File: src/rtl/operand_fetch_pkg.sv
// Shared CPU types for the operand-fetch stage: register/data widths,
// the operand bundle handed to execute, and the output-slot state encoding.
package cpu_pkg;

  localparam int unsigned REG_ADDR_WIDTH = 4;
  localparam int unsigned DATA_WIDTH     = 8;
  localparam int unsigned NUM_REGS       = 1 << REG_ADDR_WIDTH;

  typedef logic [REG_ADDR_WIDTH-1:0] reg_addr_t;
  typedef logic [DATA_WIDTH-1:0]     data_t;

  typedef struct packed {
    data_t     op1;
    data_t     op2;
    reg_addr_t rd;
    logic      rd_en;
  } operand_bundle_t;

  typedef enum logic {
    ST_EMPTY = 1'b0,
    ST_FULL  = 1'b1
  } slot_state_e;

  // True when the writeback port is writing register addr this cycle.
  function automatic logic wb_hits(input logic en, input reg_addr_t wb_addr, input reg_addr_t addr);
    return en && (wb_addr == addr);
  endfunction

endpackage

File: src/rtl/operand_fetch_if.sv
// Bus bundle around operand_fetch: decode handshake, register-file read port,
// writeback snoop and execute handshake.
interface operand_fetch_if;
  import cpu_pkg::*;

  logic      in_valid;
  logic      in_ready;
  reg_addr_t in_rs1;
  reg_addr_t in_rs2;
  reg_addr_t in_rd;
  logic      in_rd_en;

  reg_addr_t reg1;
  reg_addr_t reg2;
  data_t     data1;
  data_t     data2;

  logic      wb_en;
  reg_addr_t wb_addr;
  data_t     wb_data;

  logic      out_valid;
  logic      out_ready;
  data_t     out_op1;
  data_t     out_op2;
  reg_addr_t out_rd;
  logic      out_rd_en;

  modport slave (
    input  in_valid, in_rs1, in_rs2, in_rd, in_rd_en,
    input  data1, data2,
    input  wb_en, wb_addr, wb_data,
    input  out_ready,
    output in_ready, reg1, reg2,
    output out_valid, out_op1, out_op2, out_rd, out_rd_en
  );

  modport master (
    output in_valid, in_rs1, in_rs2, in_rd, in_rd_en,
    output data1, data2,
    output wb_en, wb_addr, wb_data,
    output out_ready,
    input  in_ready, reg1, reg2,
    input  out_valid, out_op1, out_op2, out_rd, out_rd_en
  );

endinterface

File: src/rtl/operand_fetch_scoreboard.sv
// Pending-write tracker: one busy bit per register, set on issue, cleared on
// writeback; a simultaneous set and clear of the same register leaves it busy.
module operand_fetch_scoreboard
  import cpu_pkg::*;
(
  input  logic                clk,
  input  logic                rst,
  input  logic                set_en_i,
  input  reg_addr_t           set_addr_i,
  input  logic                clr_en_i,
  input  reg_addr_t           clr_addr_i,
  output logic [NUM_REGS-1:0] busy_o
);

  logic [NUM_REGS-1:0] busy_q;
  logic [NUM_REGS-1:0] busy_d;

  // Clear first so a same-cycle set of the same register takes priority.
  always_comb begin
    busy_d = busy_q;
    if (clr_en_i) begin
      busy_d[clr_addr_i] = 1'b0;
    end
    if (set_en_i) begin
      busy_d[set_addr_i] = 1'b1;
    end
  end

  always_ff @(posedge clk) begin
    if (rst) begin
      busy_q <= '0;
    end else begin
      busy_q <= busy_d;
    end
  end

  assign busy_o = busy_q;

endmodule

File: src/rtl/operand_fetch.sv
// Operand fetch: reads the register file, bypasses same-cycle writeback,
// stalls on RAW/WAW hazards and holds one registered bundle for execute.
module operand_fetch
  import cpu_pkg::*;
(
  input  logic            clk,
  input  logic            rst,
  operand_fetch_if.slave  bus
);

  logic [NUM_REGS-1:0] busy;
  logic                wb_hit1;
  logic                wb_hit2;
  logic                wb_hit_rd;
  logic                raw1;
  logic                raw2;
  logic                waw;
  logic                stall;
  logic                can_load;
  logic                ready;
  logic                accept;
  data_t               op1_sel;
  data_t               op2_sel;

  slot_state_e         state_q;
  slot_state_e         state_d;
  operand_bundle_t     bundle_q;
  operand_bundle_t     bundle_d;

  assign bus.reg1 = bus.in_rs1;
  assign bus.reg2 = bus.in_rs2;

  // The register file only updates at the edge, so a same-cycle write must be forwarded.
  assign wb_hit1   = wb_hits(bus.wb_en, bus.wb_addr, bus.in_rs1);
  assign wb_hit2   = wb_hits(bus.wb_en, bus.wb_addr, bus.in_rs2);
  assign wb_hit_rd = wb_hits(bus.wb_en, bus.wb_addr, bus.in_rd);

  assign op1_sel = wb_hit1 ? bus.wb_data : bus.data1;
  assign op2_sel = wb_hit2 ? bus.wb_data : bus.data2;

  // A pending write that is landing this cycle no longer blocks.
  assign raw1  = busy[bus.in_rs1] && !wb_hit1;
  assign raw2  = busy[bus.in_rs2] && !wb_hit2;
  assign waw   = bus.in_rd_en && busy[bus.in_rd] && !wb_hit_rd;
  assign stall = raw1 || raw2 || waw;

  assign can_load = (state_q == ST_EMPTY) || bus.out_ready;
  assign ready    = !rst && can_load && !stall;
  assign accept   = bus.in_valid && ready;

  assign bus.in_ready = ready;

  operand_fetch_scoreboard u_sb (
    .clk        (clk),
    .rst        (rst),
    .set_en_i   (accept && bus.in_rd_en),
    .set_addr_i (bus.in_rd),
    .clr_en_i   (bus.wb_en),
    .clr_addr_i (bus.wb_addr),
    .busy_o     (busy)
  );

  // Output slot: loads on accept, drains when execute takes the bundle.
  always_comb begin
    state_d  = state_q;
    bundle_d = bundle_q;
    unique case (state_q)
      ST_EMPTY: begin
        if (accept) begin
          state_d = ST_FULL;
        end
      end
      ST_FULL: begin
        if (accept) begin
          state_d = ST_FULL;
        end else if (bus.out_ready) begin
          state_d = ST_EMPTY;
        end
      end
      default: state_d = ST_EMPTY;
    endcase
    if (accept) begin
      bundle_d.op1   = op1_sel;
      bundle_d.op2   = op2_sel;
      bundle_d.rd    = bus.in_rd;
      bundle_d.rd_en = bus.in_rd_en;
    end
  end

  always_ff @(posedge clk) begin
    if (rst) begin
      state_q  <= ST_EMPTY;
      bundle_q <= '0;
    end else begin
      state_q  <= state_d;
      bundle_q <= bundle_d;
    end
  end

  assign bus.out_valid = (state_q == ST_FULL);
  assign bus.out_op1   = bundle_q.op1;
  assign bus.out_op2   = bundle_q.op2;
  assign bus.out_rd    = bundle_q.rd;
  assign bus.out_rd_en = bundle_q.rd_en;

endmodule

File: src/flat_wrapper.sv
// flat-port wrapper written by rule: the top's interface ports become plain ports
module operand_fetch_flat import cpu_pkg::*;
  (clk, rst, bus_in_valid, bus_in_rs1, bus_in_rs2, bus_in_rd, bus_in_rd_en, bus_data1, bus_data2, bus_wb_en, bus_wb_addr, bus_wb_data, bus_out_ready, bus_in_ready, bus_reg1, bus_reg2, bus_out_valid, bus_out_op1, bus_out_op2, bus_out_rd, bus_out_rd_en);
  operand_fetch_if bus_i ();
  input  logic clk;
  input  logic rst;
  input wire logic [$bits(bus_i.in_valid)-1:0] bus_in_valid;
  input wire logic [$bits(bus_i.in_rs1)-1:0] bus_in_rs1;
  input wire logic [$bits(bus_i.in_rs2)-1:0] bus_in_rs2;
  input wire logic [$bits(bus_i.in_rd)-1:0] bus_in_rd;
  input wire logic [$bits(bus_i.in_rd_en)-1:0] bus_in_rd_en;
  input wire logic [$bits(bus_i.data1)-1:0] bus_data1;
  input wire logic [$bits(bus_i.data2)-1:0] bus_data2;
  input wire logic [$bits(bus_i.wb_en)-1:0] bus_wb_en;
  input wire logic [$bits(bus_i.wb_addr)-1:0] bus_wb_addr;
  input wire logic [$bits(bus_i.wb_data)-1:0] bus_wb_data;
  input wire logic [$bits(bus_i.out_ready)-1:0] bus_out_ready;
  output wire logic [$bits(bus_i.in_ready)-1:0] bus_in_ready;
  output wire logic [$bits(bus_i.reg1)-1:0] bus_reg1;
  output wire logic [$bits(bus_i.reg2)-1:0] bus_reg2;
  output wire logic [$bits(bus_i.out_valid)-1:0] bus_out_valid;
  output wire logic [$bits(bus_i.out_op1)-1:0] bus_out_op1;
  output wire logic [$bits(bus_i.out_op2)-1:0] bus_out_op2;
  output wire logic [$bits(bus_i.out_rd)-1:0] bus_out_rd;
  output wire logic [$bits(bus_i.out_rd_en)-1:0] bus_out_rd_en;
  assign bus_i.in_valid = bus_in_valid;
  assign bus_i.in_rs1 = bus_in_rs1;
  assign bus_i.in_rs2 = bus_in_rs2;
  assign bus_i.in_rd = bus_in_rd;
  assign bus_i.in_rd_en = bus_in_rd_en;
  assign bus_i.data1 = bus_data1;
  assign bus_i.data2 = bus_data2;
  assign bus_i.wb_en = bus_wb_en;
  assign bus_i.wb_addr = bus_wb_addr;
  assign bus_i.wb_data = bus_wb_data;
  assign bus_i.out_ready = bus_out_ready;
  assign bus_in_ready = bus_i.in_ready;
  assign bus_reg1 = bus_i.reg1;
  assign bus_reg2 = bus_i.reg2;
  assign bus_out_valid = bus_i.out_valid;
  assign bus_out_op1 = bus_i.out_op1;
  assign bus_out_op2 = bus_i.out_op2;
  assign bus_out_rd = bus_i.out_rd;
  assign bus_out_rd_en = bus_i.out_rd_en;
  operand_fetch u_core (.clk(clk), .rst(rst), .bus(bus_i));
endmodule
File: config.mk
export PLATFORM = sky130hd
export DESIGN_NAME = operand_fetch_flat
export DESIGN_NICKNAME = d
export VERILOG_FILES = /design/src/rtl/operand_fetch_pkg.sv /design/src/rtl/operand_fetch_if.sv /design/src/rtl/operand_fetch_scoreboard.sv /design/src/rtl/operand_fetch.sv /design/src/flat_wrapper.sv
export SDC_FILE = /design/constraint.sdc
export NUM_CORES = 1
export LEC_CHECK = 0
export ABC_AREA = 0
export ABC_CLOCK_PERIOD_IN_PS = 2080
export BUFFER_PORTS_ARGS = -buffer_cell sky130_fd_sc_hd__buf_2
export CORE_UTILIZATION = 46
export DETAILED_ROUTE_END_ITERATION = 8
export PLACE_DENSITY = 0.86
export SLEW_MARGIN = 40
export SYNTH_ARGS = -nofsm -noshare
export SYNTH_HDL_FRONTEND = slang
export SYNTH_SLANG_ARGS = --single-unit
File: constraint.sdc
create_clock -name clk -period 2.08 [get_ports clk]
set_input_delay 0.208 -clock clk [delete_from_list [all_inputs] [get_ports clk]]
set_output_delay 0.208 -clock clk [all_outputs]
set_load 0.01 [all_outputs]
# After elaboration in Yosys (flattened, before gate mapping)
# Index checks and enable logic that the tools add are counted.
dict set report op_classes {
  reduce_logical 21
  n_eq_ne 3
  bitwise_logic 4
  order_cmp 6
  muxes 18
}
# operator n
set ops {}
lappend ops {{2-to-1 mux 16 bit} 2}
lappend ops {{less-than comparator 4 x 5 -> 1 bit, second input constant} 4}
lappend ops {{bitwise AND 16 bit} 1}
lappend ops {{2-to-1 mux 8 bit} 2}
lappend ops {{NOT 16 bit} 1}
lappend ops {{bitwise OR 16 bit} 1}
lappend ops {{logical AND 1 bit} 13}
lappend ops {{binary-select mux 1 bit (select 4 bit)} 3}
lappend ops {{== test 4 bit} 3}
lappend ops {{demux 1 bit (select 4 bit)} 2}
lappend ops {{greater-or-equal comparator 4 x 1 -> 1 bit, second input constant} 2}
lappend ops {{2-to-1 mux 1 bit} 8}
lappend ops {{zero test 1 bit} 5}
lappend ops {{logical OR 1 bit} 3}
lappend ops {{one-hot mux 1 bit (2 select lines)} 1}
lappend ops {{NOT 1 bit} 1}
dict set report totals {
  reg_bits 38
  inputBits 46
  out_inout_bits 31
  word_cells 58
}

# Longest topological paths before layout
# Gate-level depths: netlist of the first run.
dict set report depth {
  word_depth 11
  depth_mapped 9
  ltp_nobuf 6
}

# Cells and area by module
# A second synthesis of the first run with hierarchy kept.
dict set report hier_totals {
  cells_unflattened 226
  area_unflattened_um2 2336.0
}
# module n_inst cells_per_inst area_per_inst_um2
set modules_own_cells {}
lappend modules_own_cells {operand_fetch 1 156 1672.9}
lappend modules_own_cells {operand_fetch_scoreboard 1 70 663.1}

# Worst setup path before layout of the first run
# OpenSTA, ideal clock, no wires.
dict set report synth_timing {
  path_kind {input port to output port}
  startpoint {input port bus_in_rs1[0]}
  endpoint {output port bus_in_ready}
  path_stages 7
  slack_ns -0.020
  t_required_ns 1.872
  arrival_ns 1.892
  cell_sequence {buf_4 -> mux4_2 -> nor2b_1 -> a211o_1 -> a32oi_4 -> nand3_1 -> inv_1}
}
dict set report synth_via {
  elab_chain_len 8
  word_cells_on_any_way 10
  cone_classes {eq/ne: 1; mux: 2; reduce/logical: 7}
}
# item line_no
set synth_rtl {}
lappend synth_rtl {{from (decl)} flat_wrapper.sv:8} ;# input wire logic [$bits(bus_i.in_rs1)-1:0] bus_in_rs1;
lappend synth_rtl {{parallel branches: the longest is 3 deep, another holds binary-select mux 1 bit (select 4 bit)} n/a}
lappend synth_rtl {{logical AND 1 bit (*)} operand_fetch.sv:42} ;# assign raw1 = busy[bus.in_rs1] && !wb_hit1;
lappend synth_rtl {{logical OR 1 bit (*) (2 in series)} operand_fetch.sv:45} ;# assign stall = raw1 || raw2 || waw;
lappend synth_rtl {{zero test 1 bit (*)} operand_fetch.sv:48} ;# assign ready = !rst && can_load && !stall;
lappend synth_rtl {{logical AND 1 bit (*)} operand_fetch.sv:48}
lappend synth_rtl {{to (decl)} flat_wrapper.sv:18} ;# output wire logic [$bits(bus_i.in_ready)-1:0] bus_in_ready;
# Every way passes the cells marked *. The select of a mux whose other input is x is not followed.

# Worst setup path after layout of the first run
dict set report layout_timing {
  startpoint {register u_core.u_sb.busy_q[3] (netlist: u_core.u_sb.busy_o[3])}
  endpoint {output port bus_in_ready}
}
dict set report layout_via {
  elab_chain_len 7
  word_cells_on_any_way 14
  cone_classes {mux: 6; reduce/logical: 8}
}
# item line_no
set layout_rtl {}
lappend layout_rtl {{from (decl)} operand_fetch_scoreboard.sv:15} ;# logic [NUM_REGS-1:0] busy_q;
lappend layout_rtl {{from (signal assigned)} operand_fetch_scoreboard.sv:33} ;# busy_q <= busy_d;
lappend layout_rtl {{binary-select mux 1 bit (select 4 bit), on equally long branches} {operand_fetch.sv:42, operand_fetch.sv:43, operand_fetch.sv:44}}
lappend layout_rtl {{2-to-1 mux 1 bit, on equally long branches} {operand_fetch.sv:42, operand_fetch.sv:43, operand_fetch.sv:44}}
lappend layout_rtl {{logical AND 1 bit, on equally long branches} {operand_fetch.sv:42, operand_fetch.sv:43, operand_fetch.sv:44}}
lappend layout_rtl {{logical OR 1 bit or logical AND 1 bit (tied branches)} {operand_fetch.sv:45, operand_fetch.sv:44}}
lappend layout_rtl {{logical OR 1 bit (*)} operand_fetch.sv:45}
lappend layout_rtl {{zero test 1 bit (*)} operand_fetch.sv:48}
lappend layout_rtl {{logical AND 1 bit (*)} operand_fetch.sv:48}
# Every way passes the cells marked *; elsewhere a longest branch is shown, timed or not. The select of a mux whose other input is x is not followed.

==> metrics.md, run 1 <==
| Metric | Value |
|---|---|
| Share of the yosys chip area belonging to registers | `32.07%` |
| Register cell area after layout | `762.0 sq um` |
| Row count | `25` |
| Largest stage delay on the critical path | `0.47 ns` |
| Crit Path Max Fanout | `3` |
| DIE WIDTH | `73.82 um` |
| 1st-iter DRT viols | `193` |
| Top_reg_cell synth | `sky130_fd_sc_hd__dfxtp_1` |
| Final non-filler cell area | `0.003246 sq mm` |
| Required time reported for the critical path endpoint | `1.87 ns` |
| Highest ir drop seen on vdd | `0.4326 mV` |
| Maximum number of pins on one net before global-route repair | `38` |
| Fillcell total | `342` |
| Top post-synthesis cells by area | `sky130_fd_sc_hd__dfxtp_1 32%, sky130_fd_sc_hd__mux4_2 10%, sky130_fd_sc_hd__mux2i_1 8.9%, sky130_fd_sc_hd__a311oi_1 5.9%, sky130_fd_sc_hd__a21oi_1 4.6%` |
| Crit path cell chain | `mux4_2, nor2b_4, a211o_1, a32oi_4, nand3_2, inv_1, buf_2` |
| Synth Warn # | `0` |
| Mean instance size in the synthesized netlist | `9.527 sq um` |
| Count of endpoints failing setup in the final report | `39` |
| Antenna viol nets, final | `0` |
| Clock tree from TritonCTS | `yes` |
| Most frequent cell after synthesis | `sky130_fd_sc_hd__dfxtp_1` |
| Dominant cell type by area after synthesis | `sky130_fd_sc_hd__dfxtp_1` |
| Area of the core region | `0.004848 sq mm` |
| Pint | `1.385 mW` |
| Vert. Die Dim | `73.82 um` |
| Total buffers and inverters traversed by the critical path | `2` |
| Clock group share of total power | `33.1%` |
| I/O pin count | `77` |
| # port buffers | `76` |
| Hold violation count in the final report | `0` |
| Leakage component of the power | `1.449 nW` |
| Final weighted congestion in routability-driven placement | `0.9567` |
| Post-route clock skew | `0.004580 ns` |
| Max Buffers Root-to-Sink | `2` |
| Number of buffers created by CTS | `5` |
| Fraction of power spent switching nets | `28.73%` |
| Pins Over Slew Limit | `0` |
| Slowest stage cell, crit path | `sky130_fd_sc_hd__mux4_2` |
| Detailed-route wire length per cell | `18.99 um` |
| Critical Path End Type | `primary output` |
| WS Path Type | `flip-flop to primary output` |
| PD cells | `598.6 mW/mm^2` |
| Reg clk slew, reported paths | `0.08 ns` |
| Async set-or-reset flop fraction in the synthesized netlist | `0%` |
| Worst slack after detailed placement | `-0.2985 ns` |
| Syn Inst Count | `249` |
| Slack of the critical path | `-0.2435 ns` |
| # DRC | `0` |
| Cell area reported after detailed placement | `0.002892 sq mm` |
| # nets final | `378` |
| Router iterations before antenna repair | `5` |
| Post-synthesis instance area | `0.002372 sq mm` |
| Part of the total power dissipated in combinational logic | `26.2%` |
| Top achievable clock speed | `0.4304 GHz` |
| Root Buffer Master | `sky130_fd_sc_hd__clkbuf_8` |
| Unrepaired setup endpoints after global routing | `yes` |
| Data arrival time of the worst path | `2.12 ns` |
| Total routing usage reported by global routing | `28.92%` |
| Worst R2R Setup Slack | `-0.23 ns` |
| Switching power | `558.2 uW` |
| Cell types with the highest counts after synthesis | `38 x sky130_fd_sc_hd__dfxtp_1, 22 x sky130_fd_sc_hd__a21oi_1, 21 x sky130_fd_sc_hd__mux2i_1` |
| Area added between synthesis and finish | `36.81%` |
| Worst-case headroom to the max-slew limit | `38.86%` |
| Post-synth net total | `295` |
| Post-layout min period | `2.323 ns` |
| Setup Total Neg Slack | `-5.737 ns` |
| Post-Route Hold Slack | `0.2449 ns` |
| Effective utilization at floorplan | `48.93%` |
| Post-synth cell types | `39` |
| Final cycle utilization of the critical path | `111.7%` |
| Post-detailed-route via-to-cell ratio | `6.231` |
| Full die area | `0.005449 sq mm` |
| Type of origin of the critical path | `flip-flop` |
| Worst min-delay path class | `primary input to flip-flop` |
| Violated checks | `setup timing` |
| Total gr overflow | `0` |
| Number of maximum-capacitance violations | `0` |
| Result of the run | `complete, but fails checks` |
| Insertion delay of the later-clocked pin in the worst-skew pair | `0.29 ns` |
| Number of clock sinks | `38` |
| Area share of the largest cell type after synthesis | `32.07%` |
| Share of power burned in registers | `40.8%` |
| Initial antenna violation count | `0` |
| HPWL Detailed | `5025 um` |
| Wire length of the first global-routing pass | `11670 um` |
| Delay-heaviest family, CP | `compound AO/OA/AOI/OAI gates` |
| CTS H-tree lvls | `2` |
| Fraction of layout cells with a size suffix above 1 | `46.08%` |
| Area used by multi-input combinational logic | `0.001559 sq mm` |
| Vias in the first global route | `2426` |
| ANT cells | `0` |
| Post-layout total power | `1.943 mW` |
| Detailed-route via count | `2486` |
| Total Wirelength | `7576 um` |
| Number of flops mapped to enable cells by yosys | `0` |
| Number of synthesized register bits | `38` |
| Slew at the pin with the worst max-slew slack | `0.9056 ns` |
timing repair:
item                                   in CTS  in global routing
resized for setup                          21                 18
setup buffers                               3                  1
setup endpoints to repair                  37                 39
endpoints found under the hold margin       0                  0
hold buffers                                0                  0
pin swaps                                  16                 10
cloned                                      2                  0
cell usage in the layout (no fill, tap or decap), drive strengths merged, types with 3 or more instances in the layout:
cell    synthesis  routed
buf            18     108
nand3b          5       5
clkbuf         14       6
o31ai           4       4
nand4           3       3
o41ai           4       4
o311ai          3       3
a311oi         16      16
mux2i          21      21
o21ai          14      14
inv             4       4
nor2b           4       4
xnor2           3       3
nand2b          5       5
nand3          16      16
o211ai          9       9
mux4           11      11
a21oi          22      22
xor2            9       9
nand2           9       9
dfxtp          38      38
kinds of logic after synthesis:
kind of cell    Yosys count  synth area share (%)
compound gates           81                 24.21
simple gates             48                 10.97
flops                    38                 32.07
buf+inv                  36                 8.069
mux                      34                 20.25
xor+xnor                 12                 4.431
worst min-delay path: cells and delay by family:
kind | cells | cell delay (ns)
buffers and inverters | 1 | 0.15
AND/OR/NAND/NOR | 1 | 0.08
AO/OA/AOI/OAI | 1 | 0.05
area by class of cell:
class / count / share of cell area (%)
sequential: 38 / 23.48
tap: 67 / 2.583
timing repair buffer: 108 / 21.97
clock inverter: 1 / 0.9252
inverter: 4 / 0.4626
multi-input combinational: 175 / 48.03
clock buffer: 6 / 2.544
through the flow:
step,cells,util (%)
finish,399,66.94
global route,399,66.94
CTS,399,65.29
detailed placement,387,59.64
global placement,387,59.64
floorplan,249,-
power by group through the flow:
stage               clock network, mW  logic, mW  registers [mW]
floorplan                           0      0.240           0.821
global placement                    0      0.409           0.805
detailed placement                  0      0.420           0.807
CTS                             0.644      0.478           0.791
global route                    0.682      0.543           0.795
finish                          0.642      0.508           0.792
registers in the layout, summed over array words and instances, names as in the netlist:
name and count:
u_core.bus.out_valid 1, u_core.bus.out_op1 8, u_core.bus.out_rd_en 1, u_core.bus.out_op2 8
u_core.u_sb.busy_o 16, u_core.bus.out_rd 4
final timing paths:
kind,from,to,cells past startpoint
max,u_core.u_sb.busy_o[3]$_SDFF_PP0_,bus_in_ready,7
max reg2reg,u_core.u_sb.busy_o[3]$_SDFF_PP0_,u_core.u_sb.busy_o[14]$_SDFF_PP0_,8
min,bus_in_rd_en,u_core.bus.out_rd_en$_SDFFE_PP0P_,3
min reg2reg,u_core.bus.out_rd[2]$_SDFFE_PP0P_,u_core.bus.out_rd[2]$_SDFFE_PP0P_,2
per-layer routing:
layer	track usage (%)	share of wire, %	vias up
li1	-	-	1121
met1	35.18	39	1184
met2	45.67	49	150
met3	6.722	8.5	31
met4	18.80	3.6	0
met5	0	0	-
(Power assumes the default switching activity.)
==> run 2: changes to the inputs <==
--- a/config.mk
+++ b/config.mk
@@ -6,7 +6,7 @@
 export NUM_CORES = 1
 export LEC_CHECK = 0
 export ABC_AREA = 0
-export ABC_CLOCK_PERIOD_IN_PS = 2080
+export ABC_CLOCK_PERIOD_IN_PS = 1900
 export BUFFER_PORTS_ARGS = -buffer_cell sky130_fd_sc_hd__buf_2
 export CORE_UTILIZATION = 46
 export DETAILED_ROUTE_END_ITERATION = 8
@@ -15,3 +15,4 @@
 export SYNTH_ARGS = -nofsm -noshare
 export SYNTH_HDL_FRONTEND = slang
 export SYNTH_SLANG_ARGS = --single-unit
+export TNS_END_PERCENT = 30
==> constraint.sdc (replaced) <==
create_clock -name clk -period 1.9 [get_ports clk]
set_input_delay 0.19 -clock clk [delete_from_list [all_inputs] [get_ports clk]]
set_output_delay 0.19 -clock clk [all_outputs]
set_load 0.01 [all_outputs]
==> metrics.md, run 2 (synthesis results as in run 1) <==
| Metric | Value |
|---|---|
| Part of the total power dissipated in combinational logic | `28.7%` |
| Detailed-route via count | `2461` |
| Clock group share of total power | `26.8%` |
| Result of the run | `complete, but fails checks` |
| Total gr overflow | `0` |
| I/O pin count | `77` |
| Register cell area after layout | `763.2 sq um` |
| # DRC | `0` |
| Effective utilization at floorplan | `48.93%` |
| Pint | `1.344 mW` |
| Vias in the first global route | `2328` |
| Type of origin of the critical path | `flip-flop` |
| Setup Total Neg Slack | `-11.56 ns` |
| Wire length of the first global-routing pass | `11340 um` |
| Largest stage delay on the critical path | `0.46 ns` |
| Hold violation count in the final report | `0` |
| Row count | `25` |
| Leakage component of the power | `1.439 nW` |
| Final weighted congestion in routability-driven placement | `0.9612` |
| Highest ir drop seen on vdd | `0.4397 mV` |
| Commonest cells after routing, fill and taps aside | `75 x sky130_fd_sc_hd__buf_2, 36 x sky130_fd_sc_hd__dfxtp_1, 31 x sky130_fd_sc_hd__buf_4` |
| Critical Path End Type | `primary output` |
| DIE WIDTH | `73.82 um` |
| Full die area | `0.005449 sq mm` |
| Vert. Die Dim | `73.82 um` |
| Reg clk slew, reported paths | `0.07 ns` |
| Delay-heaviest family, CP | `compound AO/OA/AOI/OAI gates` |
| Slew at the pin with the worst max-slew slack | `0.5290 ns` |
| Worst-case headroom to the max-slew limit | `64.65%` |
| Total buffers and inverters traversed by the critical path | `2` |
| Post-route clock skew | `0.009858 ns` |
| Total Wirelength | `7531 um` |
| Area added between synthesis and finish | `35.60%` |
| Clock tree from TritonCTS | `yes` |
| Max Buffers Root-to-Sink | `2` |
| Area used by multi-input combinational logic | `0.001550 sq mm` |
| Total routing usage reported by global routing | `27.95%` |
| Crit path cell chain | `mux4_2, nor2b_4, a211o_1, a32oi_4, nand3_4, inv_2, buf_6` |
| HPWL Detailed | `5081 um` |
| Share of power burned in registers | `44.5%` |
| Fraction of power spent switching nets | `30.97%` |
| Most common library cell in the layout ignoring fill and taps | `sky130_fd_sc_hd__buf_2` |
| 1st-iter DRT viols | `244` |
| Worst R2R Setup Slack | `-0.35 ns` |
| Post-detailed-route via-to-cell ratio | `6.092` |
| Crit Path Max Fanout | `3` |
| Top achievable clock speed | `0.4412 GHz` |
| Fillcell total | `381` |
| Detailed-route wire length per cell | `18.64 um` |
| Worst min-delay path class | `primary input to flip-flop` |
| Unrepaired setup endpoints after global routing | `yes` |
| Data arrival time of the worst path | `2.08 ns` |
| ANT cells | `0` |
| Slowest stage cell, crit path | `sky130_fd_sc_hd__mux4_2` |
| PD cells | `605.4 mW/mm^2` |
| Switching power | `603.1 uW` |
| Count of endpoints failing setup in the final report | `39` |
| Area of the core region | `0.004848 sq mm` |
| Post-layout min period | `2.267 ns` |
| Initial antenna violation count | `0` |
| Number of clock sinks | `38` |
| Pins Over Slew Limit | `0` |
| Required time reported for the critical path endpoint | `1.71 ns` |
| Final cycle utilization of the critical path | `119.3%` |
| Violated checks | `setup timing` |
| Slack of the critical path | `-0.3666 ns` |
| Fraction of layout cells with a size suffix above 1 | `46.88%` |
| Antenna viol nets, final | `0` |
| WS Path Type | `flip-flop to primary output` |
| Insertion delay of the later-clocked pin in the worst-skew pair | `0.29 ns` |
| # nets final | `383` |
| Max FFs per register | `16` |
| Root Buffer Master | `sky130_fd_sc_hd__clkbuf_8` |
| Number of buffers created by CTS | `5` |
| Number of maximum-capacitance violations | `0` |
| Router iterations before antenna repair | `4` |
| Placed insts | `390` |
| CTS H-tree lvls | `2` |
| Final standard cell count with taps included and fillers excluded | `404` |
| Maximum number of pins on one net before global-route repair | `33` |
| # port buffers | `76` |
run 2: repair_timing:
action / 4_1_cts / 5_1_grt
cloned: 1 / 0
hold buffers: 0 / 0
endpoints found under the setup margin: 39 / 39
setup buffers: 6 / 2
pin swaps: 6 / 4
gates resized for setup: 12 / 13
run 2: worst paths after layout:
kind                            cells after the start                               from                            endpoint
worst min-delay path                                3                       bus_in_rd_en   u_core.bus.out_rd_en$_SDFFE_PP0P_
worst max-delay path                                7   u_core.u_sb.busy_o[3]$_SDFF_PP0_                        bus_in_ready
worst min register to register                      2  u_core.bus.out_rd[2]$_SDFFE_PP0P_   u_core.bus.out_rd[2]$_SDFFE_PP0P_
worst max register to register                      8   u_core.u_sb.busy_o[3]$_SDFF_PP0_  u_core.bus.out_op2[2]$_SDFFE_PP0P_
run 2: routing by layer:
metal,global-route usage (%),vias up,part of all wire [%]
met4,11.32,0,1.3
met3,5.898,10,7.9
met2,45.46,120,50
met5,0,-,0
li1,-,1133,-
met1,35.97,1198,41
run 2: layout make-up:
| type | instances | share of cell area, % |
|---|---|---|
| flip-flops and latches | 38 | 23.73 |
| inverters | 4 | 0.4667 |
| multi-input cells | 175 | 48.19 |
| repair buffers | 113 | 22.56 |
| clock inverters | 2 | 0.3112 |
| clock buffers | 5 | 2.139 |
| well taps | 67 | 2.606 |
run 2: worst register-to-register path, cell delays in order, from the launching register on:
cell and delay [ns]:
sky130_fd_sc_hd__dfxtp_2 0.34, sky130_fd_sc_hd__mux4_2 0.46, sky130_fd_sc_hd__nor2b_4 0.13, sky130_fd_sc_hd__a211o_1 0.28, sky130_fd_sc_hd__a32oi_4 0.30, sky130_fd_sc_hd__buf_6 0.17, sky130_fd_sc_hd__buf_12 0.16, sky130_fd_sc_hd__a21oi_2 0.09
sky130_fd_sc_hd__a311oi_2 0.23
run 2: per-stage QoR:
stage	hold WS (ns)	power, mW	worst slack [ns]	instance area (sq um)	utilization [%]
5_1_grt	0.2417	2.048	-0.4264	3217	66.35
3_3_place_gp	0.4641	1.348	-0.3148	2948	60.80
6_report	0.2420	1.947	-0.3666	3217	66.35
2_1_floorplan	0.3377	1.175	-0.07434	2412	-
4_1_cts	0.2339	1.921	-0.3578	3169	65.37
3_5_place_dp	0.4680	1.364	-0.3541	2948	60.80
run 2: power by group through the flow:
stage / registers (mW) / clock network [mW] / logic (mW)
CTS: 0.865 / 0.527 / 0.529
global route: 0.871 / 0.582 / 0.594
detailed placement: 0.883 / 0 / 0.481
floorplan: 0.901 / 0 / 0.274
global placement: 0.882 / 0 / 0.466
finish: 0.867 / 0.522 / 0.559
